[config.mk]
export PLATFORM = sky130hd
export DESIGN_NAME = ex_mem_stage
export DESIGN_NICKNAME = d
export VERILOG_FILES = /design/src/rtl/ex_mem_pkg.sv /design/src/rtl/ex_mem_skid.sv /design/src/rtl/ex_mem_stage.sv
export SDC_FILE = /design/constraint.sdc
export NUM_CORES = 1
export LEC_CHECK = 0
export CORE_UTILIZATION = 25
export CTS_CLUSTER_SIZE = 30
export DETAILED_ROUTE_END_ITERATION = 6
export SLEW_MARGIN = 10
export SYNTH_ARGS = -nofsm -noshare
export SYNTH_HDL_FRONTEND = slang
export SYNTH_SLANG_ARGS = --single-unit
[constraint.sdc]
create_clock -name clk -period 4.2 [get_ports clk]
set_input_delay 1.05 -clock clk [delete_from_list [all_inputs] [get_ports clk]]
set_output_delay 1.05 -clock clk [all_outputs]
set_load 0.02 [all_outputs]
[src/rtl/ex_mem_pkg.sv]
// ============================================================================
// ex_mem_pkg : shared definitions for the EX->MEM boundary stage
// Rev 1.0
// ============================================================================
`default_nettype none

package ex_mem_pkg;

    localparam logic [2:0] F3_BEQ  = 3'b000;
    localparam logic [2:0] F3_BNE  = 3'b001;
    localparam logic [2:0] F3_BLT  = 3'b100;
    localparam logic [2:0] F3_BGE  = 3'b101;
    localparam logic [2:0] F3_BLTU = 3'b110;
    localparam logic [2:0] F3_BGEU = 3'b111;

    // Sliced to XLEN at the use site; clears bit 0 of a JALR target.
    localparam logic [63:0] JALR_ALIGN_MASK = ~64'd1;

    // XLEN-independent part of the MEM bundle; the datapath fields are
    // appended by the stage that knows XLEN.
    typedef struct packed {
        logic [4:0] rd;
        logic       reg_write;
        logic       mem_read;
        logic       mem_write;
        logic [2:0] funct3;
    } mem_ctrl_t;

    // SUB sets zf/neg for BEQ..BGE; SLTU-style compare leaves its answer in res[0].
    function automatic logic branch_taken(input logic [2:0] funct3,
                                          input logic       zf,
                                          input logic       neg,
                                          input logic       res_lsb);
        logic t;
        t = 1'b0;
        case (funct3)
            F3_BEQ:  t = zf;
            F3_BNE:  t = !zf;
            F3_BLT:  t = neg;
            F3_BGE:  t = !neg;
            F3_BLTU: t = res_lsb;
            F3_BGEU: t = !res_lsb;
            default: t = 1'b0;
        endcase
        return t;
    endfunction

endpackage

`default_nettype wire

[src/rtl/ex_mem_skid.sv]
// ============================================================================
// ex_mem_skid : generic two-entry skid buffer with registered ready
// Rev 1.0
// ============================================================================
`default_nettype none

module ex_mem_skid #(
    parameter int W = 8
) (
    input  logic         clk,
    input  logic         rst,
    input  logic         flush,
    input  logic         push,
    output logic         in_ready,
    input  logic [W-1:0] in_data,
    output logic         out_valid,
    input  logic         out_ready,
    output logic [W-1:0] out_data
);

    logic         skid_valid;
    logic [W-1:0] skid_data;

    assign in_ready = !skid_valid;

    // push is already qualified by in_ready, so the skid never overflows.
    always_ff @(posedge clk) begin
        if (rst) begin
            out_valid  <= 1'b0;
            skid_valid <= 1'b0;
            out_data   <= '0;
            skid_data  <= '0;
        end else if (flush) begin
            out_valid  <= 1'b0;
            skid_valid <= 1'b0;
        end else if (out_valid && out_ready) begin
            if (skid_valid) begin
                out_data   <= skid_data;
                skid_valid <= 1'b0;
            end else if (push) begin
                out_data <= in_data;
            end else begin
                out_valid <= 1'b0;
            end
        end else if (!out_valid) begin
            if (push) begin
                out_data  <= in_data;
                out_valid <= 1'b1;
            end
        end else if (push) begin
            skid_data  <= in_data;
            skid_valid <= 1'b1;
        end
    end

endmodule

`default_nettype wire

[src/rtl/ex_mem_stage.sv]
// ============================================================================
// ex_mem_stage : EX->MEM register with branch/jump resolution and redirect
// Rev 1.0
// ============================================================================
`default_nettype none

module ex_mem_stage
    import ex_mem_pkg::*;
#(
    parameter int XLEN  = 32,
    parameter int CNT_W = 16
) (
    input  logic             clk,
    input  logic             rst,
    input  logic             in_valid,
    output logic             in_ready,
    input  logic             flush,
    input  logic [XLEN-1:0]  ex_pc,
    input  logic [XLEN-1:0]  ex_imm,
    input  logic [XLEN-1:0]  ex_rs2_data,
    input  logic [4:0]       ex_rd,
    input  logic             ex_reg_write,
    input  logic             ex_mem_read,
    input  logic             ex_mem_write,
    input  logic             ex_branch,
    input  logic             ex_jal,
    input  logic             ex_jalr,
    input  logic [2:0]       ex_funct3,
    input  logic [XLEN-1:0]  alu_res,
    input  logic             alu_zf,
    input  logic             alu_neg,
    output logic             out_valid,
    input  logic             out_ready,
    output logic [XLEN-1:0]  mem_res,
    output logic [XLEN-1:0]  mem_store_data,
    output logic [4:0]       mem_rd,
    output logic             mem_reg_write,
    output logic             mem_mem_read,
    output logic             mem_mem_write,
    output logic [2:0]       mem_funct3,
    output logic             redirect_valid,
    output logic [XLEN-1:0]  redirect_pc,
    output logic [CNT_W-1:0] redirect_count
);

    typedef struct packed {
        logic [XLEN-1:0] res;
        logic [XLEN-1:0] store_data;
        mem_ctrl_t       ctrl;
    } bundle_t;

    localparam int BW = $bits(bundle_t);

    logic            accept;
    logic            is_jump;
    logic            taken;
    logic            push;
    logic            redir_take;
    logic [XLEN-1:0] target;
    bundle_t         in_b;
    bundle_t         out_b;
    logic [BW-1:0]   out_bits;

    // An accept while a redirect is pulsing is wrong-path: consumed, never stored.
    always_comb begin
        accept     = in_valid && in_ready;
        is_jump    = ex_jal || ex_jalr;
        taken      = ex_branch && branch_taken(ex_funct3, alu_zf, alu_neg, alu_res[0]);
        push       = accept && !redirect_valid && !flush;
        redir_take = push && (is_jump || taken);
        target     = ex_jalr ? (alu_res & JALR_ALIGN_MASK[XLEN-1:0]) : (ex_pc + ex_imm);

        in_b.res            = is_jump ? (ex_pc + XLEN'(4)) : alu_res;
        in_b.store_data     = ex_rs2_data;
        in_b.ctrl.rd        = ex_rd;
        in_b.ctrl.reg_write = ex_reg_write;
        in_b.ctrl.mem_read  = ex_mem_read;
        in_b.ctrl.mem_write = ex_mem_write;
        in_b.ctrl.funct3    = ex_funct3;
    end

    ex_mem_skid #(
        .W (BW)
    ) u_skid (
        .clk       (clk),
        .rst       (rst),
        .flush     (flush),
        .push      (push),
        .in_ready  (in_ready),
        .in_data   (in_b),
        .out_valid (out_valid),
        .out_ready (out_ready),
        .out_data  (out_bits)
    );

    assign out_b          = bundle_t'(out_bits);
    assign mem_res        = out_b.res;
    assign mem_store_data = out_b.store_data;
    assign mem_rd         = out_b.ctrl.rd;
    assign mem_reg_write  = out_b.ctrl.reg_write;
    assign mem_mem_read   = out_b.ctrl.mem_read;
    assign mem_mem_write  = out_b.ctrl.mem_write;
    assign mem_funct3     = out_b.ctrl.funct3;

    // Count moves with the pulse itself so a later flush cannot undo it.
    always_ff @(posedge clk) begin
        if (rst) begin
            redirect_valid <= 1'b0;
            redirect_pc    <= '0;
            redirect_count <= '0;
        end else begin
            redirect_valid <= redir_take;
            if (redir_take) begin
                redirect_pc <= target;
                if (redirect_count != {CNT_W{1'b1}}) begin
                    redirect_count <= redirect_count + CNT_W'(1);
                end
            end
        end
    end

endmodule

`default_nettype wire

Word level (Yosys, flattened, before mapping). Index checks and enable logic that the tools add are counted.

Bitwise operators: 2. Add/sub/neg operators: 3. Muxes and demuxes: 12. Reduce and logical (&&, ||, !) cells: 22. Equality and inequality tests: 9.

Operators by type and width (count): $mux W75 (4); $mux W32 (2); $add A32 B3 Y32 const B (1); $add A32 B32 Y32 (1); $add A16 B1 Y16 const B (1); $ne A16 B16 Y1 const B (1); $eq A3 B3 Y1 const B (4); $reduce_and A2 Y1 (4); $logic_and A1 B1 Y1 (6); $logic_not A1 Y1 (6); $ne A2 B2 Y1 const B (3); $pmux W1 S6 (1); $mux W1 (5); $reduce_and A4 Y1 (1); $eq A3 B1 Y1 const B (1); $logic_not A3 Y1 (1); $reduce_or A3 Y1 (1); $logic_or A1 B1 Y1 (2); $not A1 Y1 (2); $reduce_or A2 Y1 (1).

Logic and storage cells: 55. Register bits after elaboration: 201. Input bits: 149.

Longest topological paths before layout. Gate-level depths: netlist of the first run.

Word-level depth: 7. Mapped depth: 10.

Modules after synthesis. A second synthesis of the first run with hierarchy kept.

Cell total of the unflattened synthesis: 1367. Area total of the unflattened synthesis: 11388.4 sq um.

Modules (own cells, without submodules): ex_mem_skid (sequential area each 3042.9 sq um, area an instance 6595.1 sq um, cells each 694, instances 1); ex_mem_stage (sequential area each 980.9 sq um, area an instance 4793.3 sq um, cells each 673, instances 1).

Least setup slack after synthesis of the first run. Ideal clock, no wire load.

Path kind: input-to-reg. Start: in ex_pc[0]. End: reg redirect_pc[22]. Buffers on the path: 0. Required time: 4.068 ns. Data arrival time: 3.211 ns. Path slack: 0.858 ns. Stages on the path: 10. Cells stage by stage: ha_1 fa_1 a21o_1 a221oi_2 a211oi_1 nor2b_1 o211ai_1 a2111o_1 a31oi_1 nor3_1.

Word-level cells in the longest chain between the ends: 2.

Ends and longest elaborated chain: start, declared (line ex_mem_stage.sv:18) `input logic [XLEN-1:0] ex_pc,`; $add A32 B32 Y32 (line ex_mem_stage.sv:71) `target = ex_jalr ? (alu_res & JALR_ALIGN_MASK[XLEN-1:0]) : (ex_pc + ex_imm);`; $mux W32 (line ex_mem_stage.sv:71); end signal, assigned (line ex_mem_stage.sv:114) `redirect_pc <= target;`; end, declared (line ex_mem_stage.sv:42) `output logic [XLEN-1:0] redirect_pc,`.

No other way between the ends. A chain may end at the register's enable or synchronous reset.

Worst setup path after layout of the first run.
Start: in ex_pc[12]. End: reg redirect_pc[23].

Same word-level chain as after synthesis.

==> summary.md, run 1 <==
| Metric | Value |
|---|---|
| Internal | `3.699 mW` |
| Yosys top cell by area | `dfxtp_1` |
| Combinational power share | `20.3%` |
| Syn_area_per_cell | `7.781 um^2` |
| Post-Syn Instances | `1348` |
| Slowest CP cell | `clkdlybuf4s50_1` |
| Most used cell along the critical path | `nor2_1` |
| Max Cap Viol | `0` |
| CTS Buf Count | `25` |
| Port bufs | `274` |
| Slew of the pin with the lowest slew margin | `0.8950 ns` |
| Drt total wl | `40030 um` |
| Num rows | `74` |
| Worst EP arrival | `4.02 ns` |
| Slew Limit Fails | `0` |
| Share of cells above drive strength 1 | `6.375%` |
| Mux cell area share after synthesis | `1.336%` |
| Largest net degree at the start of global routing | `104` |
| Final Hold Fails | `0` |
| ANT nets after route | `0` |
| CP bufs+invs | `1` |
| Number of synthesized flops with an enable pin | `0` |
| Hold buffers post-CTS | `0` |
| Net Sw Power | `1.477 mW` |
| Largest family of logic cells by synthesized area | `compound AO/OA/AOI/OAI gates` |
| Worst Hold Class | `register to register` |
| Status | `complete, but fails checks` |
| Peak VDD IR | `0.2366 mV` |
| Die footprint | `42780 um^2` |
| Clk sinks | `201` |
| Synth Register Bits | `201` |
| Initial Util | `25.51%` |
| Via count | `10.77k` |
| Leakage power | `5.160 nW` |
| CTS tree | `yes` |
| Post-Synth Simple-Gate Area | `22.01%` |
| I/O pin cnt | `275` |
| Initial antenna violation count | `1` |
| Synthesized cell area | `10490 um^2` |
| Syn Nets | `1531` |
| Grt total ovfl | `0` |
| Commonest cells in the netlist | `229 x nor2_1, 201 x dfxtp_1, 176 x nand2_1, 118 x a21oi_1, 79 x a211oi_1` |
| Failing checks | `design-rule violations` |
| Total track usage | `18.16%` |
| Vias in the first global route | `10.23k` |
| Clock slew at reported path FFs | `0.06 ns` |
| Fmax | `0.2759 GHz` |
| Xor-xnor portion of the synthesized cell area | `5.678%` |
| Placer Congestion | `0.9132` |
| H-tree Lvls | `1` |
| Detailed placement HPWL | `29590 um` |
| Global-route wire length before repair | `60220 um` |
| Power Total | `5.177 mW` |
| Vias per inst | `5.051` |
| Clock power share | `40.8%` |
| Sequential area share after synthesis | `38.36%` |
| WP data required | `4.60 ns` |
| Min cycle time layout | `3.624 ns` |
| Number of distinct library cells after synthesis | `66` |
| Final setup fails | `0` |
| Later-pin clock latency in the skew report | `0.53 ns` |
| Switching share of power | `28.54%` |
| Die H | `206.8 um` |
| Warnings, synthesis | `0` |
| Cell Chain, Critical Path | `clkdlybuf4s50_1, ha_1, nand4_1, or2_1, nor2_1, o21ai_0, a21oi_1, nor2_1, xnor2_1, a2111oi_0` |
| Final worst path period share | `86.30%` |
| Nature of the critical path endpoint | `register` |
| Top cells by area, synth | `dfxtp_1 38%, nor2_1 8.2%, nand2_1 6.3%` |
| Final nets | `1768` |
| Max incr delay on CP | `0.50 ns` |
| Largest fanout on the critical path | `6` |
| Main synth FF type | `dfxtp_1` |
| DR WL/cell | `18.78 um` |
| Synthesis-to-layout area growth | `39.96%` |
| Max Buffers Root-to-Sink | `3` |
| Core Box Area | `41110 um^2` |
| Sequential fraction of design power | `38.9%` |
| Fillers | `4243` |
| Antenna Cells | `0` |
| Area share of the largest cell type after synthesis | `38.36%` |
| Clock Skew | `0.01598 ns` |
| Clock root cell | `clkbuf_16` |
| Critical setup path kind | `input port to register` |
| Delay-heaviest family, CP | `compound AO/OA/AOI/OAI gates` |
| Unrepaired setup endpoints after global routing | `false` |
| Max-slew headroom | `40.33%` |
| Startpoint types | `input port` |
| Die width | `206.8 um` |
| Compound-gate portion of the synthesized area | `24.04%` |
| Setup_tns | `0 ns` |
| DRC viols | `19` |
| Pre-antenna DRT Iters | `7` |
| Post-CTS setup buffers | `0` |
| Ys async rst share | `0%` |
| Reg area | `4024 um^2` |
| Count leader, synth | `nor2_1` |
| Synth Area in Adders | `4.127%` |
| PD cells | `352.6 nW/um^2` |
| Multi-input combinational cell area | `6046 um^2` |
| Cells resized by post-CTS repair | `0` |
| DR iter-0 viols | `712` |
-- state kept, by name, indices dropped and copies added (netlist names) --
register / count
redirect_pc: 32
u_skid.skid_data: 75
u_skid.skid_valid: 1
redirect_valid: 1
u_skid.out_valid: 1
redirect_count: 16
u_skid.out_data: 75
-- area by class of cell --
class | count | share of cell area [%]
repair buffers | 312 | 21.15
flip-flops and latches | 201 | 27.41
clock buffers | 31 | 4.619
clock inverters | 11 | 0.7756
well taps | 532 | 4.534
inverters | 13 | 0.3324
multi-input cells | 1032 | 41.18
-- power by group through the flow --
stage / combinational, mW / sequential (mW) / clock, mW
after floorplan: 0.474 / 2.12 / 0
after global placement: 1.04 / 2.06 / 0
after detailed placement: 1.04 / 2.06 / 0
after CTS: 1.05 / 2.01 / 2.17
after global routing: 1.13 / 2.02 / 2.24
final: 1.05 / 2.02 / 2.11
-- final timing paths --
path / cells after the start / slack, ns / end / from
worst min register to register: 2 / 0.45 / redirect_pc[2] / redirect_pc[2]
worst max register to register: 6 / 1.85 / redirect_pc[12] / u_skid.skid_valid
worst min-delay path: 2 / 0.45 / redirect_pc[2] / redirect_pc[2]
worst max-delay path: 10 / 0.58 / redirect_pc[23] / ex_pc[12]
-- per-layer routing --
layer	vias to the layer above	track usage [%]	part of all wire, %
met5	-	0	0.020
met1	5030	24.25	45
li1	5271	-	-
met2	408	29.05	45
met3	57	3.297	7.1
met4	2	6.700	3.2
-- cell families after synthesis --
family | count (synthesis)
mux | 14
flops | 201
fa+ha+maj | 34
xor+xnor | 68
buf+inv | 115
compound gates | 385
simple gates | 531
-- metrics by stage --
stage / cells / worst slack [ns] / cell area (um^2) / hold WS [ns] / util (%)
after floorplan: 1348 / 0.8577 / 10490 / 0.4364 / -
after global placement: 2090 / 0.1366 / 13890 / 0.4394 / 33.78
after detailed placement: 2090 / 0.1347 / 13890 / 0.4466 / 33.78
after CTS: 2132 / 0.6823 / 14680 / 0.4531 / 35.71
after global routing: 2132 / 0.3944 / 14680 / 0.4736 / 35.71
final: 2132 / 0.5756 / 14680 / 0.4506 / 35.71
-- cell usage in the layout, fill, tap and decap left out, drive strengths merged, types with 7 or more instances in the layout --
cell type and n:
ha 33, o21ai 52, xnor2 35, nand3 22, a211oi 80, clkdlybuf4s50 273
dfxtp 201, mux2i 14, a2111oi 20, a21oi 118, inv 14, nor2b 7
clkbuf 31, nand4 20, o211ai 9, nand3b 10, nand2 176, nor3 24
o22ai 51, and3 9, xor2 33, a21o 10, buf 39, nor2 229
-- worst register-to-register path, stage by stage (launching register included) --
cell	delay [ns]
dfxtp_1	0.36
or4b_4	0.79
a21oi_4	0.55
buf_12	0.22
nor3b_1	0.06
a21oi_1	0.15
o41ai_1	0.08
No activity file was read; power rests on OpenSTA's default activity.
==> inputs of run 2 (changes only) <==
--- a/config.mk
+++ b/config.mk
@@ -6,8 +6,9 @@
 export NUM_CORES = 1
 export LEC_CHECK = 0
 export CORE_UTILIZATION = 25
-export CTS_CLUSTER_SIZE = 30
+export CTS_CLUSTER_SIZE = 8
 export DETAILED_ROUTE_END_ITERATION = 6
+export SKIP_CTS_REPAIR_TIMING = 1
 export SLEW_MARGIN = 10
 export SYNTH_ARGS = -nofsm -noshare
 export SYNTH_HDL_FRONTEND = slang
==> constraint.sdc (replaced) <==
create_clock -name clk -period 4.3 [get_ports clk]
set_input_delay 1.075 -clock clk [delete_from_list [all_inputs] [get_ports clk]]
set_output_delay 1.075 -clock clk [all_outputs]
set_load 0.02 [all_outputs]
==> run 2 against run 1 <==
Effect of this change:
- the run still ends with design-rule violations left
- non-clock buffer count is 6 lower
- register-to-register slack better by 0.09 ns
- cell count is 0.66% lower
- highest routed layer is now met4
- critical path depth stayed put
- worst setup slack better by 0.12 ns
- global-route usage hardly changed
- core utilization is 0.21 points lower
- clock skew is 0.0022 ns higher
- sequential power is 2% lower
==> summary.md, run 2 (synthesized netlist as in run 1, its figures left out) <==
| Metric | Value |
|---|---|
| Critical setup path kind | `input port to register` |
| DR WL/cell | `18.97 um` |
| Largest fanout on the critical path | `6` |
| DRC viols | `21` |
| Failing checks | `design-rule violations` |
| Delay-heaviest family, CP | `compound AO/OA/AOI/OAI gates` |
| Vias per inst | `5.122` |
| Hold Crit Depth | `2` |
| Most used cell along the critical path | `a21oi_1` |
| Commonest non-fill, non-tap cell in the layout | `clkdlybuf4s50_1` |
| Worst setup margin | `0.6939 ns` |
| Largest net degree at the start of global routing | `88` |
| Final std cells w/o fill | `2118` |
| CP bufs+invs | `1` |
| Fmax | `0.2773 GHz` |
| R2r endpoint | `u_skid.skid_data[55]` |
| Final core occ | `35.50%` |
| I/O pin cnt | `275` |
| DR iter-0 viols | `690` |
| Slowest CP cell | `clkdlybuf4s50_1` |
| CTS tree | `yes` |
| Drt total wl | `40170 um` |
| Initial Util | `25.51%` |
| Num rows | `74` |
| Setup_tns | `0 ns` |
| Max Cap Viol | `0` |
| Peak VDD IR | `0.2545 mV` |
| Clock slew at reported path FFs | `0.06 ns` |
| H-tree Lvls | `1` |
| Max-slew headroom | `41.18%` |
| Unrepaired setup endpoints after global routing | `false` |
| Max incr delay on CP | `0.52 ns` |
| Antenna Cells | `0` |
| Final Hold Fails | `0` |
| Clock root cell | `clkbuf_16` |
| Clk sinks | `201` |
| Core Box Area | `41110 um^2` |
| Hold Path Sink | `redirect_pc[0]` |
| Die H | `206.8 um` |
| Later-pin clock latency in the skew report | `0.53 ns` |
| CTS Buf Count | `29` |
| Initial antenna violation count | `0` |
| Most frequent cells in the layout | `273 x clkdlybuf4s50_1, 226 x nor2_1, 201 x dfxtp_1` |
| Worst Hold Class | `register to register` |
| Die width | `206.8 um` |
| Global-route wire length before repair | `60290 um` |
| Leakage power | `5.116 nW` |
| Total track usage | `18.12%` |
| Pre-antenna DRT Iters | `7` |
| Share of cells above drive strength 1 | `5.549%` |
| Worst R2R Setup Slack | `1.94 ns` |
| Worst EP arrival | `4.02 ns` |
| Worst R2R Start | `u_skid.skid_valid` |
| Clock Skew | `0.01815 ns` |
| Min cycle time layout | `3.606 ns` |
| Via count | `10.85k` |
| R2R cell count | `6` |
| Status | `complete, but fails checks` |
| ANT nets after route | `0` |
| Vias in the first global route | `10.42k` |
| Placed cells | `2084` |
| Final worst path period share | `83.86%` |
| Startpoint types | `input port` |
| Nature of the critical path endpoint | `register` |
| Port bufs | `274` |
| Slew of the pin with the lowest slew margin | `0.8823 ns` |
| Synthesis-to-layout area growth | `39.15%` |
| WP data required | `4.71 ns` |
| Fillers | `4274` |
| Grt total ovfl | `0` |
| Detailed placement HPWL | `29740 um` |
| Worst hold margin | `0.4492 ns` |
| PD cells | `342.9 nW/um^2` |
| Max Buffers Root-to-Sink | `3` |
| Worst Hold Launch | `redirect_pc[0]` |
| Pre-CTS WS | `0.2191 ns` |
| Die footprint | `42780 um^2` |
| Final nets | `1766` |
| Cell Chain, Critical Path | `clkdlybuf4s50_1, ha_1, a21o_1, a31oi_1, a21oi_1, o21ai_0, a21oi_1, nor2_1, xnor2_1, a2111oi_0` |
| Placer Congestion | `0.9057` |
| Biggest regs | `u_skid.out_data (75), u_skid.skid_data (75), redirect_pc (32)` |
| Final setup fails | `0` |
| Slew Limit Fails | `0` |
run 2: cell count changes in the layout (fill, tap and decap cells not counted), moves of 2 or more:
cell        change
buf_4           -5
bufinv_16       -2
clkbuf_16       +4
clkinv_2        -6
clkinvlp_4      -2
run 2: layer usage:
metal	part of all wire [%]	GRT usage (%)
met1	43	23.61
met2	47	30.42
met3	7.5	3.265
met4	2.4	5.162
met5	0	0
run 2: area by class of cell:
cell class              count  area (um^2)  share of cell area [%]
clock buffers              34        764.5                   5.238
inverters                  13        48.80                  0.3343
multi-input cells        1032         6046                   41.42
flip-flops and latches    201         4024                   27.57
well taps                 532        665.6                   4.561
repair buffers            306         3047                   20.87
run 2: through the flow:
step	area, um^2	power [mW]
floorplan	10490	2.533
global placement	13830	3.012
detailed placement	13830	3.020
CTS	14600	5.068
global route	14600	5.224
finish	14600	5.005
run 2: worst max-delay path by stage:
stage	from	endpoint	slack, ns	cells after the start
5_1_grt	ex_pc[4]	redirect_pc[23]	0.49	10
4_1_cts	ex_pc[0]	redirect_pc[28]	0.77	12
3_5_place_dp	ex_pc[0]	redirect_pc[28]	0.22	12
3_3_place_gp	ex_pc[0]	redirect_pc[28]	0.24	12
6_report	ex_pc[4]	redirect_pc[23]	0.69	10
2_1_floorplan	ex_pc[0]	redirect_pc[22]	0.93	10
run 2: worst reg2reg max path: cells and delay by family (launching register included):
kind	cells	cell delay, ns
AO/OA/AOI/OAI	1	0.22
AND/OR/NAND/NOR	3	1.13
buffers and inverters	2	0.58
flip-flops	1	0.36
run 2: report_power, final:
| group | leakage [nW] | internal [mW] | total (mW) | switching, mW |
|---|---|---|---|---|
| Clock | 0.375 | 1.22 | 2.01 | 0.798 |
| Combinational | 3.11 | 0.451 | 1.02 | 0.571 |
| Sequential | 1.63 | 1.93 | 1.97 | 0.0405 |
| Total | 5.12 | 3.60 | 5.00 | 1.41 |
